==> config.mk <==
export PLATFORM = sky130hd
export DESIGN_NAME = sample_stream_tx
export DESIGN_NICKNAME = d
export VERILOG_FILES = /design/src/rtl/sample_stream_tx.sv
export SDC_FILE = /design/constraint.sdc
export NUM_CORES = 1
export LEC_CHECK = 0
export ABC_AREA = 1
export BUFFER_PORTS_ARGS = -buffer_cell sky130_fd_sc_hd__buf_4
export CAP_MARGIN = 20
export CORE_AREA = 10 10 72 74
export DETAILED_ROUTE_END_ITERATION = 6
export DIE_AREA = 0 0 82 84
export GPL_TIMING_DRIVEN = 0
export HOLD_SLACK_MARGIN = 0.02
export PLACE_DENSITY = 0.75
export SYNTH_ARGS = -nofsm -noshare
export SYNTH_HDL_FRONTEND = slang
export SYNTH_SLANG_ARGS = --single-unit
==> constraint.sdc <==
create_clock -name clk -period 1.95 [get_ports clk]
set_input_delay 0.195 -clock clk [delete_from_list [all_inputs] [get_ports clk]]
set_output_delay 0.195 -clock clk [all_outputs]
set_load 0.02 [all_outputs]
==> src/rtl/sample_stream_tx.sv <==
// sample_stream_tx: buffers 2-bit x/y/t samples in a small FIFO and emits one
// packed word {p,t,y,x} per PERIOD-clock slot while enabled.
// Optional feature macro: SAMPLE_TX_HOLD_EN (an underrun slot re-emits the last word).
module sample_stream_tx #(
  parameter int unsigned DEPTH  = 4,
  parameter int unsigned PERIOD = 4
) (
  input  logic                     clk,
  input  logic                     rst_n,
  input  logic                     en,
  input  logic                     clr,
  input  logic                     in_valid,
  output logic                     in_ready,
  input  logic [1:0]               in_x,
  input  logic [1:0]               in_y,
  input  logic [1:0]               in_t,
  output logic [7:0]               out_word,
  output logic                     out_valid,
  output logic [$clog2(DEPTH):0]   level,
  output logic                     underrun
);

  localparam int unsigned AW = $clog2(DEPTH);
  localparam int unsigned LW = AW + 1;
  localparam int unsigned CW = (PERIOD > 1) ? $clog2(PERIOD) : 1;

  localparam logic [0:0] ST_IDLE = 1'b0;
  localparam logic [0:0] ST_RUN  = 1'b1;

  logic [5:0]    mem [DEPTH];
  logic [AW-1:0] wr_ptr;
  logic [AW-1:0] rd_ptr;
  logic [CW-1:0] cnt;
  logic [0:0]    state;
  logic          slot;
  logic          push;
  logic          pop;
  logic          empty;
  logic [5:0]    head;

  assign empty     = (level == '0);
  assign in_ready  = (level != LW'(DEPTH));
  // The first enabled cycle always carries a slot; the counter sits at 0 in IDLE.
  assign slot      = en && ((state == ST_IDLE) || (cnt == '0));
  assign push      = in_valid && in_ready && !clr;
  assign pop       = slot && !empty && !clr;
  assign head      = mem[rd_ptr];
  assign out_valid = (out_word[7:6] == 2'b11);

  // Run/idle state follows en; clr does not disturb it.
  always_ff @(posedge clk) begin
    if (!rst_n) state <= ST_IDLE;
    else        state <= en ? ST_RUN : ST_IDLE;
  end

  // Slot counter: free-runs 0..PERIOD-1 while enabled, parked at 0 otherwise.
  always_ff @(posedge clk) begin
    if (!rst_n)                        cnt <= '0;
    else if (clr || !en)               cnt <= '0;
    else if (cnt == CW'(PERIOD - 1))   cnt <= '0;
    else                               cnt <= cnt + CW'(1);
  end

  // FIFO storage write.
  always_ff @(posedge clk) begin
    if (rst_n && push) mem[wr_ptr] <= {in_t, in_y, in_x};
  end

  // FIFO pointers and occupancy.
  always_ff @(posedge clk) begin
    if (!rst_n || clr) begin
      wr_ptr <= '0;
      rd_ptr <= '0;
      level  <= '0;
    end else begin
      if (push) wr_ptr <= wr_ptr + AW'(1);
      if (pop)  rd_ptr <= rd_ptr + AW'(1);
      case ({push, pop})
        2'b10:   level <= level + LW'(1);
        2'b01:   level <= level - LW'(1);
        default: level <= level;
      endcase
    end
  end

  // Sticky underrun flag, cleared only by reset or flush.
  always_ff @(posedge clk) begin
    if (!rst_n || clr)       underrun <= 1'b0;
    else if (slot && empty)  underrun <= 1'b1;
  end

`ifdef SAMPLE_TX_HOLD_EN
  logic [7:0] last_word;

  // Last emitted word, replayed when a slot finds the FIFO empty.
  always_ff @(posedge clk) begin
    if (!rst_n || clr) last_word <= 8'h00;
    else if (pop)      last_word <= {2'b11, head};
  end

  // Output word: one-cycle pulse per slot, idle zeros otherwise.
  always_ff @(posedge clk) begin
    if (!rst_n || clr)      out_word <= 8'h00;
    else if (pop)           out_word <= {2'b11, head};
    else if (slot && empty) out_word <= {2'b11, last_word[5:0]};
    else                    out_word <= 8'h00;
  end
`else
  // Output word: one-cycle pulse per slot, idle zeros otherwise.
  always_ff @(posedge clk) begin
    if (!rst_n || clr) out_word <= 8'h00;
    else if (pop)      out_word <= {2'b11, head};
    else               out_word <= 8'h00;
  end
`endif

endmodule

==> results.tsv, run 1 <==
metric	value	unit
outcome	finished, final reports clean	
place_congestion	0.7556	
ys_ff_latch	44	
drc	0	
tightest_slew	618.9	ps
synth_edf_count	24	
cts_sinks	44	
fin_nets	241	
io_buffers	24	
r2r_start	cnt[1]	
path_buf_inv	4	
p_leak	0.9916	nW
max_slew_margin	58.59	%
setup_slack	108.3	ps
grt_overflow_total	0	
syn_inst	184	
min_period	1842	ps
synthesis.area	1824	sq um
die_area	6888	sq um
synth_fa_ha_area_share	5.898	%
dpl.hpwl	2141	microns
synthTopCellsByArea	edfxtp_1 40%, dfxtp_1 22%, nor2_1 9.9%, inv_1 6.2%, ha_1 4.8%	
antenna_found_initial	0	
synth_nets	203	
slowest_delay	350	ps
syn_avg_cell_area	9.914	sq um
regArea	1124	sq um
final_util	59.18	%
cts_tree	yes	
wl_per_cell	11.39	microns
critPathArrivalTime	2080	ps
ys_types	22	
slew_viol_final	0	
hold_violations	0	
initial_utilization	47.31	%
synth-simple-area-share	17.01	%
hold_end	state	
path_cells	inv_2 -> ha_4 -> inv_2 -> a21oi_4 -> nand3_4 -> inv_2 -> ha_4 -> inv_4 -> fa_2 -> a21oi_2 -> o21ai_2 -> nand2_1 -> nand2_1 -> nor2_1	
yosys.area.top_type	edfxtp_1	
drive_gt1_share	30.04	%
r2r_slack	110	ps
synth_top_family_by_area	simple AND/OR/NAND/NOR gates	
syn2layout_area_growth	25.10	%
place_area	2072	sq um
fill_cells	328	
dr.pass1.iters	4	
holdPathStages	3	
required	2190	ps
cts_max_path_buffers	2	
ys_seq_area_share	61.45	%
synthXorXnorAreaFrac	0.4801	%
final_area	2282	sq um
rows	23	
peakVddDrop	0.5406	mV
reg2reg_depth	14	
multi_input_area	590.6	sq um
cts_hold_buf	0	
grt_pass1_vias	1101	
worst_setup_path_start_kind	flop	
grt_use_total	8.743	%
setup_viol	0	
crit_path_end_kind	flop	
ios	25	
core_area	3856	sq um
crit_path_max_fanout	2	
rsz0062_at_grt	true	
post-place-ws	-111.0	ps
path_common_cell	inv_2	
fin_skew	3.075	ps
crit_path_top_delay_cell	fa_2	
p_total	1.800	mW
grt_max_degree	16	
die_h	84	microns
period_share	94.45	%
vias	1236	
hold_start	en	
h-tree-depth	2	
drt_iter0_markers	44	
grt_pass1_wl	4664	microns
critPathKind	flop to flop	
fin_tns_setup	0	ps
via_per_inst	4.527	
synth_top_flop_cell	edfxtp_1	
worstSkewPairLatency	300	ps
synth-compound-area-share	6.653	%
yosysMostFrequentCell	nor2_1	
muxShareOfSynthArea	0	%
wl	3110	microns
antenna_left	0	
clkTransAtPathRegs	80	ps
die_w	82	microns
fmax	543.0	MHz
yosysWarnings	0	
cap_viol_max_count	0	
numCtsBuffers	5	
r2r_end	level[2]	
synth_common_cells	48 x nor2_1, 30 x inv_1, 24 x edfxtp_1	
powerDensity	788.9	nW/um^2
netlist.area_leader.share	39.51	%
cp_top_family	adder cells	
worst_hold_path_type	input port to flop	
async_reset_ff_share	0	%
antennaDiodeCount	0	
cts-root-buf	clkbuf_8	
[worst max-delay path by stage]
stage	startpoint	to	slack [ps]	depth (start not counted)
finish	cnt[1]	level[2]	110	14
global route	cnt[1]	level[2]	-60	14
CTS	cnt[0]	level[2]	6	14
detailed placement	cnt[0]	level[2]	-110	14
global placement	cnt[0]	level[2]	-60	14
floorplan	level[0]	level[2]	30	12
[through the flow]
step | std cells | hold slack (ps)
3_5_place_dp | 258 | 395.8
4_1_cts | 269 | 83.10
3_3_place_gp | 258 | 389.6
6_report | 273 | 89.46
5_1_grt | 273 | 81.21
2_1_floorplan | 184 | 288.5
[logic make-up (layout without fill, tap and decap cells)]
| logic type | after synthesis | after routing |
|---|---|---|
| compound gates | 22 | 22 |
| buf+inv | 37 | 76 |
| xor+xnor | 1 | 1 |
| fa+ha+maj | 8 | 8 |
| flops | 44 | 44 |
| simple gates | 72 | 72 |
[power by group]
part | switching (mW) | internal [mW]
Clock | 0.309 | 0.385
Sequential | 0.00737 | 0.989
Combinational | 0.0616 | 0.0479
[cell usage in the layout (no fill, tap or decap), types with 2 or more instances in the layout]
master / instances
inv_1: 23
nor2_1: 48
dfxtp_1: 18
clkbuf_8: 5
o21ai_1: 2
a21oi_1: 5
o21ai_0: 12
buf_4: 33
ha_4: 2
dfxtp_2: 2
inv_2: 9
ha_1: 5
nand2_1: 16
edfxtp_1: 24
nand3_2: 2
[state kept, by name, indices dropped and copies added (netlist names), named ones only]
register,flops
mem,24
level,3
out_word,7
underrun,1
state,1
wr_ptr,2
rd_ptr,2
cnt,2
[area by class of cell]
type,count,share of cell area (%)
plain buffers,4,1.371
clock buffers,5,3.015
clock inverters,3,2.029
inverters,33,5.537
multi-input cells,103,25.88
flip-flops and latches,44,49.23
well taps,50,2.741
repair buffers,31,10.20
[layer usage]
metal	track usage, %	routed length [microns]
met5	0	0
met4	4.954	59
met3	3.772	231
met2	14.41	1558
met1	8.852	1261
[worst register-to-register path, cell delays in order (launching register included)]
cell	delay, ps
dfxtp_2	330
inv_2	70
ha_4	130
inv_2	40
a21oi_4	140
nand3_4	80
inv_2	70
ha_4	140
inv_4	30
fa_2	350
a21oi_2	140
o21ai_2	70
nand2_1	50
nand2_1	40
nor2_1	90
[what timing repair did]
action,in CTS,in global routing
resized for setup,5,12
buffers inserted,3,4
pin swaps,3,7
setup endpoints to repair,1,2
No activity file was read; power rests on OpenSTA's default activity.
==> run 2: changes to the inputs <==
- CORE_AREA: 10 10 72 74 -> 10 10 70 72
- CTS_BUF_LIST: not set -> sky130_fd_sc_hd__clkbuf_4 sky130_fd_sc_hd__clkbuf_8
- DIE_AREA: 0 0 82 84 -> 0 0 80 82
- PLACE_DENSITY: 0.75 -> 0.8
- REMOVE_ABC_BUFFERS: not set -> 1
==> results.tsv, run 2 (synthesized netlist as in run 1, its figures left out) <==
metric	value	unit	change
reg2reg_depth	14		unchanged
powerDensity	707.7	nW/um^2	was 788.9 nW/um^2
wl_per_cell	11.37	microns	was 11.39 microns
dr.pass1.iters	4		unchanged
hold-worst-slack	43.74	ps	was 89.46 ps
place_area	2033	sq um	was 2072 sq um
grt_pass1_vias	1185		was 1101
worst_hold_path_type	input port to flop		unchanged
fin_skew	12.51	ps	was 3.075 ps
drive_gt1_share	28.51	%	was 30.04%
die_h	82	microns	was 84 microns
h-tree-depth	2		unchanged
ios	25		unchanged
r2r_end	level[2]		unchanged
cts_tree	yes		unchanged
crit_path_top_delay_cell	dfxtp_2		was fa_2
numCtsBuffers	5		unchanged
p_leak	0.9651	nW	was 0.9916 nW
tightest_slew	576.6	ps	was 618.9 ps
dp_cells	252		was 258
p_sw	0.3302	mW	was 0.3778 mW
r2r_slack	90	ps	was 110 ps
rsz0062_at_grt	true		unchanged
slowest_delay	340	ps	was 350 ps
setup_viol	0		unchanged
r2r_start	cnt[1]		unchanged
io_buffers	24		unchanged
p_clk_share	29.5	%	was 38.6%
grt_pass1_wl	4878	microns	was 4664 microns
finalNonFillerCells	269		was 273
holdPathStages	1		was 3
cap_viol_max_count	0		unchanged
worstSkewPairLatency	360	ps	was 300 ps
p_total	1.577	mW	was 1.800 mW
p_seq_share	63.2	%	was 55.4%
largest_reg_flops	24		unchanged
critPathKind	flop to flop		unchanged
rows	22		was 23
grt_overflow_total	0		unchanged
antennaDiodeCount	0		unchanged
fmax	538.9	MHz	was 543.0 MHz
period_share	95.15	%	was 94.45%
comb_power_share	7.2	%	was 6.1%
final_area	2228	sq um	was 2282 sq um
via_per_inst	4.487		was 4.527
peakVddDrop	0.4978	mV	was 0.5406 mV
slew_viol_final	0		unchanged
hold_start	in_t[1]		was en
dpl.hpwl	2088	microns	was 2141 microns
crit_path_max_fanout	2		unchanged
die_area	6560	sq um	was 6888 sq um
grt_use_total	9.806	%	was 8.743%
outcome	finished, final reports clean		unchanged
reg_top3	mem (24), out_word (7), level (3)		unchanged
required	2260	ps	was 2190 ps
path_cells	inv_2 -> ha_4 -> inv_2 -> a21oi_4 -> nand3_4 -> inv_2 -> ha_4 -> inv_4 -> fa_2 -> a21oi_2 -> o21ai_1 -> nand2_1 -> nand2_1 -> nor2_1		was inv_2 -> ha_4 -> inv_2 -> a21oi_4 -> nand3_4 -> inv_2 -> ha_4 -> inv_4 -> fa_2 -> a21oi_2 -> o21ai_2 -> nand2_1 -> nand2_1 -> nor2_1
final_util	62.27	%	was 59.18%
hold_end	mem[3][5]		was state
core_area	3578	sq um	was 3856 sq um
antenna_left	0		unchanged
fin_nets	239		was 241
grt_max_degree	14		was 16
drt_iter0_markers	51		was 44
path_common_cell	inv_2		unchanged
critPathArrivalTime	2160	ps	was 2080 ps
cts-root-buf	clkbuf_4		was clkbuf_8
die_w	80	microns	was 82 microns
final_cell_mix	47 x nor2_1, 29 x buf_4, 24 x edfxtp_1		was 48 x nor2_1, 33 x buf_4, 24 x edfxtp_1
min_period	1856	ps	was 1842 ps
final_common_cell	nor2_1		unchanged
wl	3058	microns	was 3110 microns
hold_violations	0		unchanged
clkTransAtPathRegs	120	ps	was 80 ps
drc	0		unchanged
syn2layout_area_growth	22.15	%	was 25.10%
max_slew_margin	61.42	%	was 58.59%
p_sw_share	20.94	%	was 20.98%
antenna_found_initial	0		unchanged
crit_path_end_kind	flop		unchanged
cts_sinks	44		unchanged
initial_utilization	50.98	%	was 47.31%
vias	1207		was 1236
max_flop_register	mem		unchanged
cts_max_path_buffers	2		unchanged
worst_setup_path_start_kind	flop		unchanged
place_congestion	0.7712		was 0.7556
internal_power	1.247	mW	was 1.423 mW
run 2: changes by cell type in the layout (fill, tap and decap cells not counted), moves of 4 or more:
cell	before	now
clkbuf_8	5	1
dlygate4sd3_1	0	4
clkbuf_4	0	7
buf_4	33	29
run 2: how the worst max path moves through the flow:
stage	to	slack [ps]	startpoint	cells past startpoint
floorplan	level[2]	-130	level[0]	12
global placement	level[2]	-50	cnt[0]	13
detailed placement	level[2]	-140	cnt[0]	13
CTS	level[1]	30	cnt[1]	12
global route	level[2]	-60	cnt[1]	14
finish	level[2]	90	cnt[1]	14
run 2: cell type report:
cell class	count	area [sq um]
fillers	285	1350
flip-flops and latches	44	1125
multi-input cells	103	593.1
repair buffers	33	257.7
inverters	33	126.4
clock buffers	8	66.31
well taps	48	60.06
run 2: what timing repair did:
| action | CTS | global route |
|---|---|---|
| gates resized for setup | 11 | 11 |
| setup endpoints to repair | 2 | 2 |
| pin swaps | 4 | 7 |
| endpoints found under the hold margin | 4 | 8 |
| cloned | 0 | 0 |
| setup buffers | 3 | 2 |
| hold buffers | 2 | 2 |
run 2: power by group through the flow:
stage	clock (mW)	combinational (mW)	sequential, mW
6_report	0.466	0.114	0.997
3_3_place_gp	0	0.0897	1.02
2_1_floorplan	0	0.0521	1.02
4_1_cts	0.481	0.104	0.997
5_1_grt	0.521	0.128	0.999
3_5_place_dp	0	0.0931	1.02
run 2: metal layers:
| layer | GRT usage (%) | wire length [microns] | up-vias |
|---|---|---|---|
| met2 | 17.42 | 1516 | 31 |
| met3 | 4.913 | 254 | 6 |
| met5 | 0 | 0 | - |
| met1 | 9.115 | 1222 | 522 |
| li1 | - | - | 648 |
| met4 | 5.106 | 65 | 0 |
run 2: critical path, delay by kind of cell (launching register included):
family	cells	cell delay, ps
AO/OA/AOI/OAI	3	350
adder cells (fa/ha/maj)	3	610
buffers and inverters	4	210
flip-flops	1	340
AND/OR/NAND/NOR	4	280
run 2: through the flow:
step	TNS (ps)	setup WS [ps]
floorplan	-232.6	-132.6
global placement	-48.30	-48.30
detailed placement	-170.8	-138.5
CTS	0	30.67
global route	-55.41	-55.41
finish	0	94.48
==> run 3: changes to the inputs <==
- BUFFER_PORTS_ARGS: -buffer_cell sky130_fd_sc_hd__buf_4 -> not set
- CORE_AREA: 10 10 70 72 -> 10 10 64 66
- DIE_AREA: 0 0 80 82 -> 0 0 74 76
- DONT_BUFFER_PORTS: not set -> 1
- MAX_ROUTING_LAYER: not set -> met4
- PLACE_DENSITY: 0.8 -> 0.84
- clock period: 1.95 -> 2.08 ns (I/O delays scaled with it)
==> results.tsv, run 3 (synthesized netlist as in run 1, its figures left out) <==
metric	value	unit	change
outcome	finished, final reports clean		unchanged
grt_pass1_vias	1140		was 1185
cap_viol_max_count	0		unchanged
endpoint	level[2]		unchanged
h-tree-depth	2		unchanged
fill_cells	194		was 285
drc	0		unchanged
setup_slack	60.28	ps	was 94.48 ps
required	2370	ps	was 2260 ps
regArea	1131	sq um	was 1125 sq um
final_cell_mix	47 x nor2_1, 24 x inv_1, 24 x edfxtp_1		was 47 x nor2_1, 29 x buf_4, 24 x edfxtp_1
core_area	2928	sq um	was 3578 sq um
vias	1221		was 1207
min_period	2020	ps	was 1856 ps
die_h	76	microns	was 82 microns
fin_skew	9.535	ps	was 12.51 ps
r2r_end	level[2]		unchanged
cts-root-buf	clkbuf_4		unchanged
drive_gt1_share	17.91	%	was 28.51%
initial_utilization	62.31	%	was 50.98%
r2r_slack	60	ps	was 90 ps
worst_setup_path_start_kind	flop		unchanged
critPathArrivalTime	2310	ps	was 2160 ps
die_w	74	microns	was 80 microns
final_common_cell	nor2_1		unchanged
drt_iter0_markers	61		was 51
cts_max_path_buffers	2		unchanged
hold_violations	0		unchanged
wl	3382	microns	was 3058 microns
setup_viol	0		unchanged
clkTransAtPathRegs	120	ps	about the same
slew_viol_final	0		unchanged
grt_overflow_total	0		unchanged
wl_per_cell	14.45	microns	was 11.37 microns
via_per_inst	5.218		was 4.487
antennaDiodeCount	0		unchanged
largest_reg_flops	24		unchanged
period_share	97.10	%	was 95.15%
tightest_slew	594.7	ps	was 576.6 ps
cts_sinks	44		unchanged
crit_path_max_fanout	4		was 2
post-place-ws	-239.3	ps	was -138.5 ps
grt_max_degree	14		unchanged
max_flop_register	mem		unchanged
reg2reg_depth	14		unchanged
dpl.hpwl	2271	microns	was 2088 microns
startpoint	cnt[1]		unchanged
max_slew_margin	60.21	%	was 61.42%
cts_tree	yes		unchanged
grt_pass1_wl	5230	microns	was 4878 microns
antenna_found_initial	0		unchanged
worstSkewPairLatency	350	ps	was 360 ps
grt_use_total	12.08	%	was 9.806%
fin_nets	219		was 239
finalNonFillerCells	234		was 269
r2r_start	cnt[1]		unchanged
place_congestion	0.7911		was 0.7712
multi_input_area	590.6	sq um	was 593.1 sq um
rows	20		was 22
dr.pass1.iters	4		unchanged
antenna_left	0		unchanged
ios	25		unchanged
p_leak	0.8574	nW	was 0.9651 nW
die_area	5624	sq um	was 6560 sq um
dp_cells	213		was 252
fmax	495.1	MHz	was 538.9 MHz
worst_hold_path_type	input port to flop		unchanged
powerDensity	732.9	nW/um^2	was 707.7 nW/um^2
numCtsBuffers	5		unchanged
crit_path_end_kind	flop		unchanged
reg_top3	mem (24), out_word (7), level (3)		unchanged
syn2layout_area_growth	14.27	%	was 22.15%
critPathKind	flop to flop		unchanged
peakVddDrop	0.5598	mV	was 0.4978 mV
io_buffers	0		was 24
run 3: metrics by stage:
step / power (mW) / cell area [sq um] / util, % / setup TNS, ps / hold slack [ps]
floorplan: 1.006 / 1793 / - / -2.609 / 301.5
global placement: 1.014 / 1834 / 62.65 / -291.6 / 303.9
detailed placement: 1.019 / 1834 / 62.65 / -607.2 / 307.1
CTS: 1.527 / 2018 / 68.93 / 0 / 61.16
global route: 1.599 / 2085 / 71.20 / -59.32 / 44.08
finish: 1.528 / 2085 / 71.20 / 0 / 52.07
run 3: power by group:
part | leakage [nW] | switching, mW | total (mW) | internal [mW]
logic | 0.436 | 0.0529 | 0.0907 | 0.0378
clock network | 0.0403 | 0.253 | 0.499 | 0.245
registers | 0.381 | 0.0124 | 0.938 | 0.926
run 3: layer usage:
layer | part of all wire, % | vias up | global-route usage, %
li1 | - | 609 | -
met1 | 38 | 572 | 12.34
met2 | 53 | 30 | 19.71
met3 | 6.3 | 10 | 5.208
met4 | 2.3 | 0 | 4.664
met5 | 0 | - | -
run 3: timing repair:
item | CTS | global route
pin swaps | 1 | 5
setup endpoints to repair | 18 | 2
resized for setup | 7 | 17
hold buffers | 9 | 0
endpoints found under the hold margin | 28 | 0
buffers inserted | 1 | 3
run 3: worst min path at each step:
stage / cells after the start / endpoint / slack, ps / from
after floorplan: 2 / state / 300 / en
after CTS: 2 / wr_ptr[1] / 60 / clr
after global routing: 2 / wr_ptr[1] / 40 / clr
after global placement: 2 / state / 300 / en
after detailed placement: 0 / mem[0][3] / 310 / in_y[1]
final: 2 / wr_ptr[1] / 50 / clr
run 3: worst max-delay path, cell delays in order (launching register included):
cell and delay, ps:
dfxtp_1 340, inv_1 70, ha_2 170, inv_2 40, a21oi_4 150, nand3_4 120, inv_2 80, ha_4 120
inv_2 50, fa_2 370, a21oi_2 140, o21ai_2 70, nand2_1 60, nand2_1 50, nor2_1 120
run 3: layout make-up:
cell class / count / area share, %
clock buffers: 5 / 1.801
clock inverters: 3 / 1.801
inverters: 33 / 6.062
multi-input cells: 103 / 28.33
flip-flops and latches: 44 / 54.26
well taps: 33 / 1.981
repair buffers: 13 / 5.762
